<file path="src/rtl/flit_buf_pkg.sv">
// Shared constants, flit field offsets and FSM state type for the flit reassembly buffer.
package flit_buf_pkg;

  typedef enum logic [1:0] {StIdle, StReq, StWaitRsp, StSend} state_e;

  function automatic int unsigned node_width(input int unsigned num_nodes);
    return (num_nodes > 1) ? $clog2(num_nodes) : 1;
  endfunction

  function automatic int unsigned num_flits(input int unsigned req_w, input int unsigned payload_w);
    return (req_w + payload_w - 1) / payload_w;
  endfunction

  function automatic int unsigned last_width(input int unsigned req_w,
                                             input int unsigned payload_w);
    return req_w - (num_flits(req_w, payload_w) - 1) * payload_w;
  endfunction

  // Flit layout, LSB upwards: payload, src, zero bit, dst, tail, valid.
  function automatic int unsigned src_lsb(input int unsigned payload_w);
    return payload_w;
  endfunction

  function automatic int unsigned zero_bit(input int unsigned payload_w, input int unsigned node_w);
    return payload_w + node_w;
  endfunction

  function automatic int unsigned dst_lsb(input int unsigned payload_w, input int unsigned node_w);
    return payload_w + node_w + 1;
  endfunction

  function automatic int unsigned tail_bit(input int unsigned payload_w, input int unsigned node_w);
    return payload_w + 2 * node_w + 1;
  endfunction

  function automatic int unsigned valid_bit(input int unsigned payload_w,
                                            input int unsigned node_w);
    return payload_w + 2 * node_w + 2;
  endfunction

endpackage

</file>
<file path="src/rtl/flit_id_fifo.sv">
// Synchronous FIFO holding ids of nodes whose request is complete, in completion order.
module flit_id_fifo #(
  parameter int unsigned DEPTH = 4,
  parameter int unsigned WIDTH = 2
) (
  input  logic             clk,
  input  logic             rst,
  input  logic             push,
  input  logic [WIDTH-1:0] push_data,
  input  logic             pop,
  output logic [WIDTH-1:0] pop_data,
  output logic             empty,
  output logic             full
);
  localparam int unsigned PTR_W = (DEPTH > 1) ? $clog2(DEPTH) : 1;
  localparam int unsigned CNT_W = $clog2(DEPTH + 1);

  logic [WIDTH-1:0] mem_q [DEPTH];
  logic [PTR_W-1:0] wr_ptr_q, rd_ptr_q;
  logic [CNT_W-1:0] count_q;
  logic             do_push, do_pop;

  function automatic logic [PTR_W-1:0] next_ptr(input logic [PTR_W-1:0] p);
    return (p == PTR_W'(DEPTH - 1)) ? '0 : p + 1'b1;
  endfunction

  assign empty    = (count_q == '0);
  assign full     = (count_q == CNT_W'(DEPTH));
  assign do_push  = push && !full;
  assign do_pop   = pop && !empty;
  assign pop_data = mem_q[rd_ptr_q];

  always_ff @(posedge clk or posedge rst) begin
    if (rst) begin
      wr_ptr_q <= '0;
      rd_ptr_q <= '0;
      count_q  <= '0;
    end else begin
      if (do_push) wr_ptr_q <= next_ptr(wr_ptr_q);
      if (do_pop)  rd_ptr_q <= next_ptr(rd_ptr_q);
      if (do_push != do_pop) count_q <= do_push ? count_q + 1'b1 : count_q - 1'b1;
    end
  end

  always_ff @(posedge clk) begin
    if (do_push) mem_q[wr_ptr_q] <= push_data;
  end

endmodule

</file>
<file path="src/rtl/flit_reassembly_buffer.sv">
// Reassembles per-node NoC flits into bridge requests and splits responses back into flits.
// Optional partial-request timeout is enabled with `define FLIT_BUF_TIMEOUT_EN.
module flit_reassembly_buffer
  import flit_buf_pkg::*;
#(
  parameter int unsigned NUM_NODES = 4,
  parameter int unsigned PAYLOAD_W = 32,
  parameter int unsigned REQ_W     = 72,
`ifdef FLIT_BUF_TIMEOUT_EN
  parameter int unsigned TIMEOUT_CYC = 1024,
`endif
  localparam int unsigned NODE_W = node_width(NUM_NODES),
  localparam int unsigned NFLITS = num_flits(REQ_W, PAYLOAD_W),
  localparam int unsigned LAST_W = last_width(REQ_W, PAYLOAD_W),
  localparam int unsigned FLIT_W = PAYLOAD_W + 2 * NODE_W + 3
) (
  input  logic              clk,
  input  logic              res,
  input  logic [FLIT_W-1:0] noc_get_flit,
  output logic              noc_get_en,
  output logic [FLIT_W-1:0] noc_put_flit,
  output logic              noc_put_en,
  input  logic              noc_put_ready,
  input  logic [NODE_W-1:0] this_id,
  output logic              req_valid,
  input  logic              req_ready,
  output logic [REQ_W-1:0]  req_data,
  input  logic              rsp_valid,
  output logic              rsp_ready,
  input  logic [REQ_W-1:0]  rsp_data,
`ifdef FLIT_BUF_TIMEOUT_EN
  output logic              err_timeout,
`endif
  output logic              err_overrun,
  output logic              err_malformed
);
  localparam int unsigned IDX_W     = (NFLITS > 1) ? $clog2(NFLITS) : 1;
  localparam int unsigned PAD_W     = NFLITS * PAYLOAD_W;
  localparam int unsigned SRC_LSB   = src_lsb(PAYLOAD_W);
  localparam int unsigned ZERO_BIT  = zero_bit(PAYLOAD_W, NODE_W);
  localparam int unsigned DST_LSB   = dst_lsb(PAYLOAD_W, NODE_W);
  localparam int unsigned TAIL_BIT  = tail_bit(PAYLOAD_W, NODE_W);
  localparam int unsigned VALID_BIT = valid_bit(PAYLOAD_W, NODE_W);

  state_e               state_q, state_d;
  logic [IDX_W-1:0]     idx_q [NUM_NODES];
  logic [IDX_W-1:0]     idx_d [NUM_NODES];
  logic [NUM_NODES-1:0] lock_q, lock_d;
  logic [PAYLOAD_W-1:0] slot_q [NUM_NODES][NFLITS];
  logic [IDX_W-1:0]     cnt_q, cnt_d;
  logic [NODE_W-1:0]    cur_id_q, fifo_head;
  logic [REQ_W-1:0]     req_q, req_asm, rsp_q;
  logic [PAD_W-1:0]     rsp_pad;
  logic [PAYLOAD_W-1:0] chunk;
  logic                 overrun_q, malformed_q, set_overrun, set_malformed;
  logic                 push, pop, fifo_empty, fifo_full;
  logic                 slot_we, accept, release_lock, latch_rsp, send_last;
  logic                 in_valid, in_tail, in_last, src_ok;
  logic [NODE_W-1:0]    in_src;
  logic [PAYLOAD_W-1:0] in_payload;
  logic                 unused_bits;

  assign in_valid    = noc_get_flit[VALID_BIT];
  assign in_tail     = noc_get_flit[TAIL_BIT];
  assign in_src      = noc_get_flit[SRC_LSB +: NODE_W];
  assign in_payload  = noc_get_flit[PAYLOAD_W-1:0];
  assign unused_bits = ^{noc_get_flit[DST_LSB +: NODE_W], noc_get_flit[ZERO_BIT], fifo_full};
  assign in_last     = (idx_q[in_src] == IDX_W'(NFLITS - 1));

  if (2 ** NODE_W == NUM_NODES) begin : g_full_range
    assign src_ok = 1'b1;
  end else begin : g_part_range
    assign src_ok = (32'(in_src) < NUM_NODES);
  end

  assign noc_get_en    = ~res;
  assign req_data      = req_q;
  assign err_overrun   = overrun_q;
  assign err_malformed = malformed_q;

`ifdef FLIT_BUF_TIMEOUT_EN
  localparam int unsigned TMO_W = $clog2(TIMEOUT_CYC + 1);
  logic [TMO_W-1:0] tmo_q [NUM_NODES];
  logic [TMO_W-1:0] tmo_d [NUM_NODES];
  logic             timeout_q, set_timeout;
  assign err_timeout = timeout_q;
`endif

  // Ingress: the lock release of the node being served wins over a same-cycle flit check.
  always_comb begin
    idx_d         = idx_q;
    lock_d        = lock_q;
    slot_we       = 1'b0;
    accept        = 1'b0;
    push          = 1'b0;
    set_overrun   = 1'b0;
    set_malformed = 1'b0;
    if (release_lock) lock_d[cur_id_q] = 1'b0;
    if (in_valid && src_ok) begin
      if (lock_d[in_src]) begin
        set_overrun = 1'b1;
      end else begin
        accept = 1'b1;
        if (in_tail != in_last) begin
          set_malformed = 1'b1;
          idx_d[in_src] = '0;
        end else begin
          slot_we = 1'b1;
          if (in_last) begin
            lock_d[in_src] = 1'b1;
            push           = 1'b1;
            idx_d[in_src]  = '0;
          end else begin
            idx_d[in_src] = idx_q[in_src] + 1'b1;
          end
        end
      end
    end
`ifdef FLIT_BUF_TIMEOUT_EN
    set_timeout = 1'b0;
    for (int n = 0; n < NUM_NODES; n++) begin
      tmo_d[n] = '0;
      if (!(accept && in_src == NODE_W'(n)) && idx_q[n] != '0 && !lock_q[n]) begin
        if (tmo_q[n] == TMO_W'(TIMEOUT_CYC - 1)) begin
          idx_d[n]    = '0;
          set_timeout = 1'b1;
        end else begin
          tmo_d[n] = tmo_q[n] + 1'b1;
        end
      end
    end
`endif
  end

  always_ff @(posedge clk) begin
    if (slot_we) slot_q[in_src][idx_q[in_src]] <= in_payload;
  end

  // Lower flits fill whole payload words; only LAST_W bits of the final flit are kept.
  always_comb begin
    req_asm = '0;
    for (int i = 0; i < NFLITS - 1; i++) begin
      req_asm[i*PAYLOAD_W +: PAYLOAD_W] = slot_q[fifo_head][i];
    end
    req_asm[REQ_W-1 -: LAST_W] = slot_q[fifo_head][NFLITS-1][LAST_W-1:0];
  end

  assign rsp_pad   = PAD_W'(rsp_q);
  assign chunk     = rsp_pad[32'(cnt_q) * PAYLOAD_W +: PAYLOAD_W];
  assign send_last = (cnt_q == IDX_W'(NFLITS - 1));

  always_comb begin
    state_d      = state_q;
    cnt_d        = cnt_q;
    pop          = 1'b0;
    latch_rsp    = 1'b0;
    release_lock = 1'b0;
    req_valid    = 1'b0;
    rsp_ready    = 1'b0;
    noc_put_en   = 1'b0;
    noc_put_flit = '0;
    unique case (state_q)
      StIdle: begin
        if (!fifo_empty) begin
          pop     = 1'b1;
          state_d = StReq;
        end
      end
      StReq: begin
        req_valid = 1'b1;
        if (req_ready) state_d = StWaitRsp;
      end
      StWaitRsp: begin
        rsp_ready = 1'b1;
        if (rsp_valid) begin
          latch_rsp = 1'b1;
          cnt_d     = '0;
          state_d   = StSend;
        end
      end
      StSend: begin
        noc_put_en   = 1'b1;
        noc_put_flit = {1'b1, send_last, cur_id_q, 1'b0, this_id, chunk};
        if (noc_put_ready) begin
          if (send_last) begin
            release_lock = 1'b1;
            state_d      = StIdle;
          end else begin
            cnt_d = cnt_q + 1'b1;
          end
        end
      end
      default: state_d = StIdle;
    endcase
  end

  always_ff @(posedge clk or posedge res) begin
    if (res) begin
      state_q     <= StIdle;
      lock_q      <= '0;
      cnt_q       <= '0;
      cur_id_q    <= '0;
      req_q       <= '0;
      rsp_q       <= '0;
      overrun_q   <= 1'b0;
      malformed_q <= 1'b0;
      for (int n = 0; n < NUM_NODES; n++) idx_q[n] <= '0;
    end else begin
      state_q <= state_d;
      lock_q  <= lock_d;
      cnt_q   <= cnt_d;
      for (int n = 0; n < NUM_NODES; n++) idx_q[n] <= idx_d[n];
      if (pop) begin
        cur_id_q <= fifo_head;
        req_q    <= req_asm;
      end
      if (latch_rsp)     rsp_q       <= rsp_data;
      if (set_overrun)   overrun_q   <= 1'b1;
      if (set_malformed) malformed_q <= 1'b1;
    end
  end

`ifdef FLIT_BUF_TIMEOUT_EN
  always_ff @(posedge clk or posedge res) begin
    if (res) begin
      timeout_q <= 1'b0;
      for (int n = 0; n < NUM_NODES; n++) tmo_q[n] <= '0;
    end else begin
      for (int n = 0; n < NUM_NODES; n++) tmo_q[n] <= tmo_d[n];
      if (set_timeout) timeout_q <= 1'b1;
    end
  end
`endif

  flit_id_fifo #(
    .DEPTH (NUM_NODES),
    .WIDTH (NODE_W)
  ) u_id_fifo (
    .clk       (clk),
    .rst       (res),
    .push      (push),
    .push_data (in_src),
    .pop       (pop),
    .pop_data  (fifo_head),
    .empty     (fifo_empty),
    .full      (fifo_full)
  );

endmodule

</file>
<file path="config.mk">
export PLATFORM = sky130hd
export DESIGN_NAME = flit_reassembly_buffer
export DESIGN_NICKNAME = d
export VERILOG_FILES = /design/src/rtl/flit_buf_pkg.sv /design/src/rtl/flit_id_fifo.sv /design/src/rtl/flit_reassembly_buffer.sv
export SDC_FILE = /design/constraint.sdc
export NUM_CORES = 1
export LEC_CHECK = 0
export CORE_ASPECT_RATIO = 1.2
export CORE_UTILIZATION = 45
export CTS_CLUSTER_DIAMETER = 150
export DETAILED_ROUTE_END_ITERATION = 8
export GPL_ROUTABILITY_DRIVEN = 0
export PLACE_DENSITY = 0.67
export SYNTH_ARGS = -nofsm -noshare
export SYNTH_HDL_FRONTEND = slang
export SYNTH_HIERARCHICAL = 1
export SYNTH_SLANG_ARGS = --single-unit
</file>
<file path="constraint.sdc">
create_clock -name clk -period 5.9 [get_ports clk]
set_clock_uncertainty 0.1 [all_clocks]
set_input_delay 0.885 -clock clk [delete_from_list [all_inputs] [get_ports clk]]
set_output_delay 0.885 -clock clk [all_outputs]
set_load 0.005 [all_outputs]
</file>
Word level (Yosys, flattened, before mapping):

Memory sizes are Yosys's and may differ from the RTL's. A register that Yosys moved wholly into a read port is not among the register bits.
Index checks and enable logic that the tools add are counted.

* add/sub/neg operators: 6
* $mul: 0
* div/mod/pow operators: 0
* $lt $le $gt $ge: 8
* eq/ne operators: 16
* shift-type cells: 1
* muxes and demuxes: 61
* bitwise operators: 9
* reduce and logical (&&, ||, !) cells: 14

Operator list (count)
* $mux W96: 1
* $shiftx A96 B8 Y32: 1
* $demux W32 S2: 1
* $mux W39: 1
* $mux W32: 1
* $mux W1: 28
* $mux W2: 13
* $mux W4: 5
* $mux W8: 2
* $eq A2 B2 Y1 const B: 6
* $ne A2 B2 Y1 const B: 6
* $add A2 B1 Y2 const B: 4
* $and A8 B8 Y8: 1
* $bwmux W8: 1
* $not A8 Y8: 1
* $pmux W2 S4: 1
* $ge A3 B3 Y1 const B: 2
* $logic_and A1 B1 Y1: 6
* $lt A2 B3 Y1 const B: 2
* $lt A3 B1 Y1 const B: 2
* $not A2 Y3: 2
* $reduce_and A5 Y1: 1
* $and A4 B4 Y4: 1
* $bmux W2 S2: 1
* other kinds (20): 25

* register bits: 99
* latch bits: 0
* bits in writable memories: 392
* ROM bits: 0
* input bits: 118
* output and inout bits: 117
* memories kept: 2

Memory list
* slot_q: depth 4, width 96, rd ports 1, clocked after memory_dff 1, write ports 1, RTL line flit_reassembly_buffer.sv:49 `logic [PAYLOAD_W-1:0] slot_q [NUM_NODES][NFLITS];`
* u_id_fifo.mem_q: depth 4, width 2, rd ports 1, clocked after memory_dff 0, write ports 1, RTL line flit_id_fifo.sv:18 `logic [WIDTH-1:0] mem_q [DEPTH];`

Depth between registers and ports, before layout:

* word-level depth: 14
* depth in mapped cells: 14

Hierarchy:

Netlist, hierarchy kept.

Modules (own cells, without submodules)
* flit_reassembly_buffer: times used 1, cells an instance 925, area each 17742.0 um^2, seq. area each 12752.2 um^2
* flit_id_fifo: times used 1, cells an instance 67, area each 897.1 um^2, seq. area each 415.4 um^2

Worst setup path before layout:

No wires, ideal clock.

* path type: input to output
* start point: in res
* end point: out noc_get_en
* arrival: 4.283 ns
* data required time: 4.915 ns
* setup slack: 0.632 ns
* stages on the path: 1
* path buffers: 0
* path through: inv_1

* word-level cells in the longest chain between the ends: 1

Ends and longest elaborated chain
* start: declaration: RTL line flit_reassembly_buffer.sv:18 `input logic res,`
* $not A1 Y1: RTL line flit_reassembly_buffer.sv:76 `assign noc_get_en = ~res;`
* end: declaration: RTL line flit_reassembly_buffer.sv:20 `output logic noc_get_en,`

Every way passes these cells.

Final worst setup path:

* start point: in noc_get_flit[32]
* end point: mem slot_q[0][58] in the netlist's numbering, enable pin

* word-level cells in the longest chain between the ends: 11
* elaborated cells on any way between the ends: 19

Ends and longest elaborated chain
* start: declaration: RTL line flit_reassembly_buffer.sv:19 `input logic [FLIT_W-1:0] noc_get_flit,`
* $not A2 Y3 (implied by the code): RTL line flit_reassembly_buffer.sv:68, flit_reassembly_buffer.sv:136
* $bmux W2 S2: RTL line flit_reassembly_buffer.sv:68, flit_reassembly_buffer.sv:136
* $mux W2 (implied by the code) (2 in a row): RTL line flit_reassembly_buffer.sv:68, flit_reassembly_buffer.sv:136
* $eq A2 B2 Y1: RTL line flit_reassembly_buffer.sv:68 `assign in_last = (idx_q[in_src] == IDX_W'(NFLITS - 1));`
* $ne A1 B1 Y1: RTL line flit_reassembly_buffer.sv:104 `if (in_tail != in_last) begin`
* $mux W1: RTL line flit_reassembly_buffer.sv:104
* $mux W1: RTL line flit_reassembly_buffer.sv:100 `if (lock_d[in_src]) begin`
* $mux W1: RTL line flit_reassembly_buffer.sv:99 `if (in_valid && src_ok) begin`
* $mux W1: RTL line flit_reassembly_buffer.sv:136 `if (slot_we) slot_q[in_src][idx_q[in_src]] <= in_payload;`
* $mux W96 (implied by the code): RTL line flit_reassembly_buffer.sv:136
* end: declaration: RTL line flit_reassembly_buffer.sv:49

Several ways; a longest one is shown, not always the timed one. The select of a mux whose other input is x is not followed.

==> impl_metrics.toml <==
[timing]
tightest_slew_ns = 1.125
finalCritPeriodShare_pct = 70.42
period_minus_slack_ns = 4.155
relSlewSlack_pct = 24.82
max_freq_ghz = 0.2407
slew_violations = 0
setup-tns-final_ns = 0
hold_viol = 0
setup_violations = 0
rsz0062_at_grt = "false"
setup_slack_ns = 1.745

[layout]
final_cells = 1821
fillers = 3166
layout-drive-gt1-share_pct = 27.77
nets = 1377
multi_input_area_mm2 = 0.005150
register_area_mm2 = 0.01317
post-route-cell-area_mm2 = 0.02313
diodes = 0
area_growth_pct = 24.15

[grt]
grt_antenna_before_repair = 1
grt.overflow.total = 0
grt_max_degree = 63
grt_pass1_wl_mm = 59.17
grt_usage_pct = 18.34
grt_pass1_vias = 10100

[clock_network]
cts.clk_slew.worst_paths_ns = 0.06
clk_latency_ns = 0.57
ctsHoldBuffers = 0
cts_tree = "built"
cts_made_buffers = 48
clock_sinks = 467
ctsResizeCount = 0
cts.path.max_buffers = 3
cts_setup_buffers = 0
cts.root.buffer_cell = "clkbuf_16"
cts_max_level = 2

[floorplan]
row_count = 81
fp.dieW_um = 187.8
core_mm2 = 0.04074
die_height_um = 224.9
start_util_pct = 45.73
ioPinCount = 235
dieArea_mm2 = 0.04223

[place]
io_buffers = 230
place_inst = 1731
pre_cts_ws_ns = 1.123
hpwlAfterDp_mm = 24.12
dpl_cell_area_mm2 = 0.02154

[logic_synthesis]
synth_nets = 1126
avgSynthCellArea_um2 = 18.80
ys.warnings.count = 6
synth_area_mm2 = 0.01863
syn-instance-count = 991

[power_and_ir_drop]
p_total_mw = 11.24
p_per_area_mw_per_mm2 = 485.9
power.leakage_nw = 8.211
ir_worst_vdd_mv = 0.2934

[setup_path]
cp_max_fo = 15
cp-start-kind = "input pin"
critPathKind = "input pin to register"
crit_chain = "clkdlybuf4s50_1, buf_4, mux4_2, inv_1, ha_1, inv_1, ha_1, or3_1, nor2_4, buf_4"
crit_slowest_cell = "mux4_2"
arrival_ns = 4.30
crit_family = "buffers and inverters"
endpoint_kind = "register"
slowest_delay_ns = 0.54
path_buf_inv = 5
cp.required_ns = 6.04

[run]
drv_cap = 0

[detailed_routing]
drc = 0
drtAntennaViolNets = 0
firstDrtPassIters = 4
drt_iter0_markers = 534
wirelength_mm = 37.98
via_per_inst = 5.275
via_count = 9606
routedWlPerCell_um = 20.86

[worst_hold_path]
hold_class = "register to register"

[status]
outcome = "finished, final reports clean"
-- cell usage in the layout, fill, tap and decap left out, types with 4 or more instances in the layout --
| cell | count |
|---|---|
| edfxtp_1 | 296 |
| clkdlybuf4s50_1 | 230 |
| dfrtp_1 | 171 |
| mux2_2 | 150 |
| mux4_2 | 75 |
| nor2_1 | 52 |
| clkbuf_16 | 49 |
| mux2i_1 | 32 |
| inv_1 | 20 |
| buf_4 | 19 |
| clkbuf_1 | 17 |
| ha_1 | 16 |
| nand2_1 | 13 |
| o21ai_0 | 11 |
| a21oi_1 | 10 |
| nor2_4 | 9 |
| and2_1 | 8 |
| clkbuf_8 | 8 |
| o22ai_1 | 6 |
| nor2b_1 | 4 |
| o21ai_2 | 4 |
| clkinv_2 | 4 |
-- state kept, by name (all words and copies together), names as in the netlist, 2 cells and up --
signal / count
u_id_fifo/count_q: 3
cnt_q: 2
idx_q: 8
state_q: 2
req_data: 72
cur_id_q: 2
lock_q: 4
u_id_fifo/mem_q: 8
slot_q: 288
rsp_q: 72
u_id_fifo/rd_ptr_q: 2
u_id_fifo/wr_ptr_q: 2
-- final timing paths --
| check | startpoint | slack (ns) | depth (start not counted) | endpoint |
|---|---|---|---|---|
| setup / recovery | noc_get_flit[32] | 1.75 | 10 | slot_q[0][58]$_DFFE_PP_ |
| hold / removal | err_overrun$_DFFE_PP0P_ | 0.40 | 1 | err_overrun$_DFFE_PP0P_ |
| setup reg to reg | cnt_q[1]$_DFFE_PP0P_ | 2.00 | 11 | u_id_fifo/count_q[2]$_DFFE_PP0P_ |
| hold reg to reg | err_overrun$_DFFE_PP0P_ | 0.40 | 1 | err_overrun$_DFFE_PP0P_ |
| max in group asynchronous | res | 3.20 | 4 | rsp_q[28]$_DFFE_PP0P_ |
| min in group asynchronous | res | 0.58 | 2 | u_id_fifo/count_q[0]$_DFFE_PP0P_ |
-- area by class of cell --
type	count	share of cell area, %
clock buffer	74	6.052
clock inverter	16	0.8329
tap	539	2.915
inverter	21	0.3624
sequential	467	56.92
multi-input combinational	454	22.26
timing repair buffer	250	10.65
-- worst reg2reg max path: cells and delay by family, from the launching register on --
family	cells	cell delay, ns
buffers and inverters	1	0.09
adder cells (fa/ha/maj)	2	0.79
flip-flops	1	0.73
AO/OA/AOI/OAI	3	0.66
AND/OR/NAND/NOR	5	1.45
-- through the flow --
stage	hold slack (ns)	utilization, %
3_3_place_gp	0.3860	52.87
6_report	0.4006	56.78
2_1_floorplan	0.3511	-
5_1_grt	0.4030	56.78
3_5_place_dp	0.3795	52.87
4_1_cts	0.3962	56.78
-- routing by layer --
layer / track usage (%) / wire length, um / vias to the layer above / part of all wire [%]
met2: 30.76 / 18770 / 276 / 49
li1: - / - / 4316 / -
met5: 0 / 13 / - / 0.034
met1: 24.34 / 16300 / 4961 / 43
met3: 4.080 / 2264 / 51 / 6.0
met4: 4.590 / 633 / 2 / 1.7
-- report_power, final --
group	internal, mW	switching [mW]
combinational	2.09	1.55
sequential	4.19	0.389
clock	1.78	1.24
total	8.06	3.18
Power figures use the tool's default switching activity.
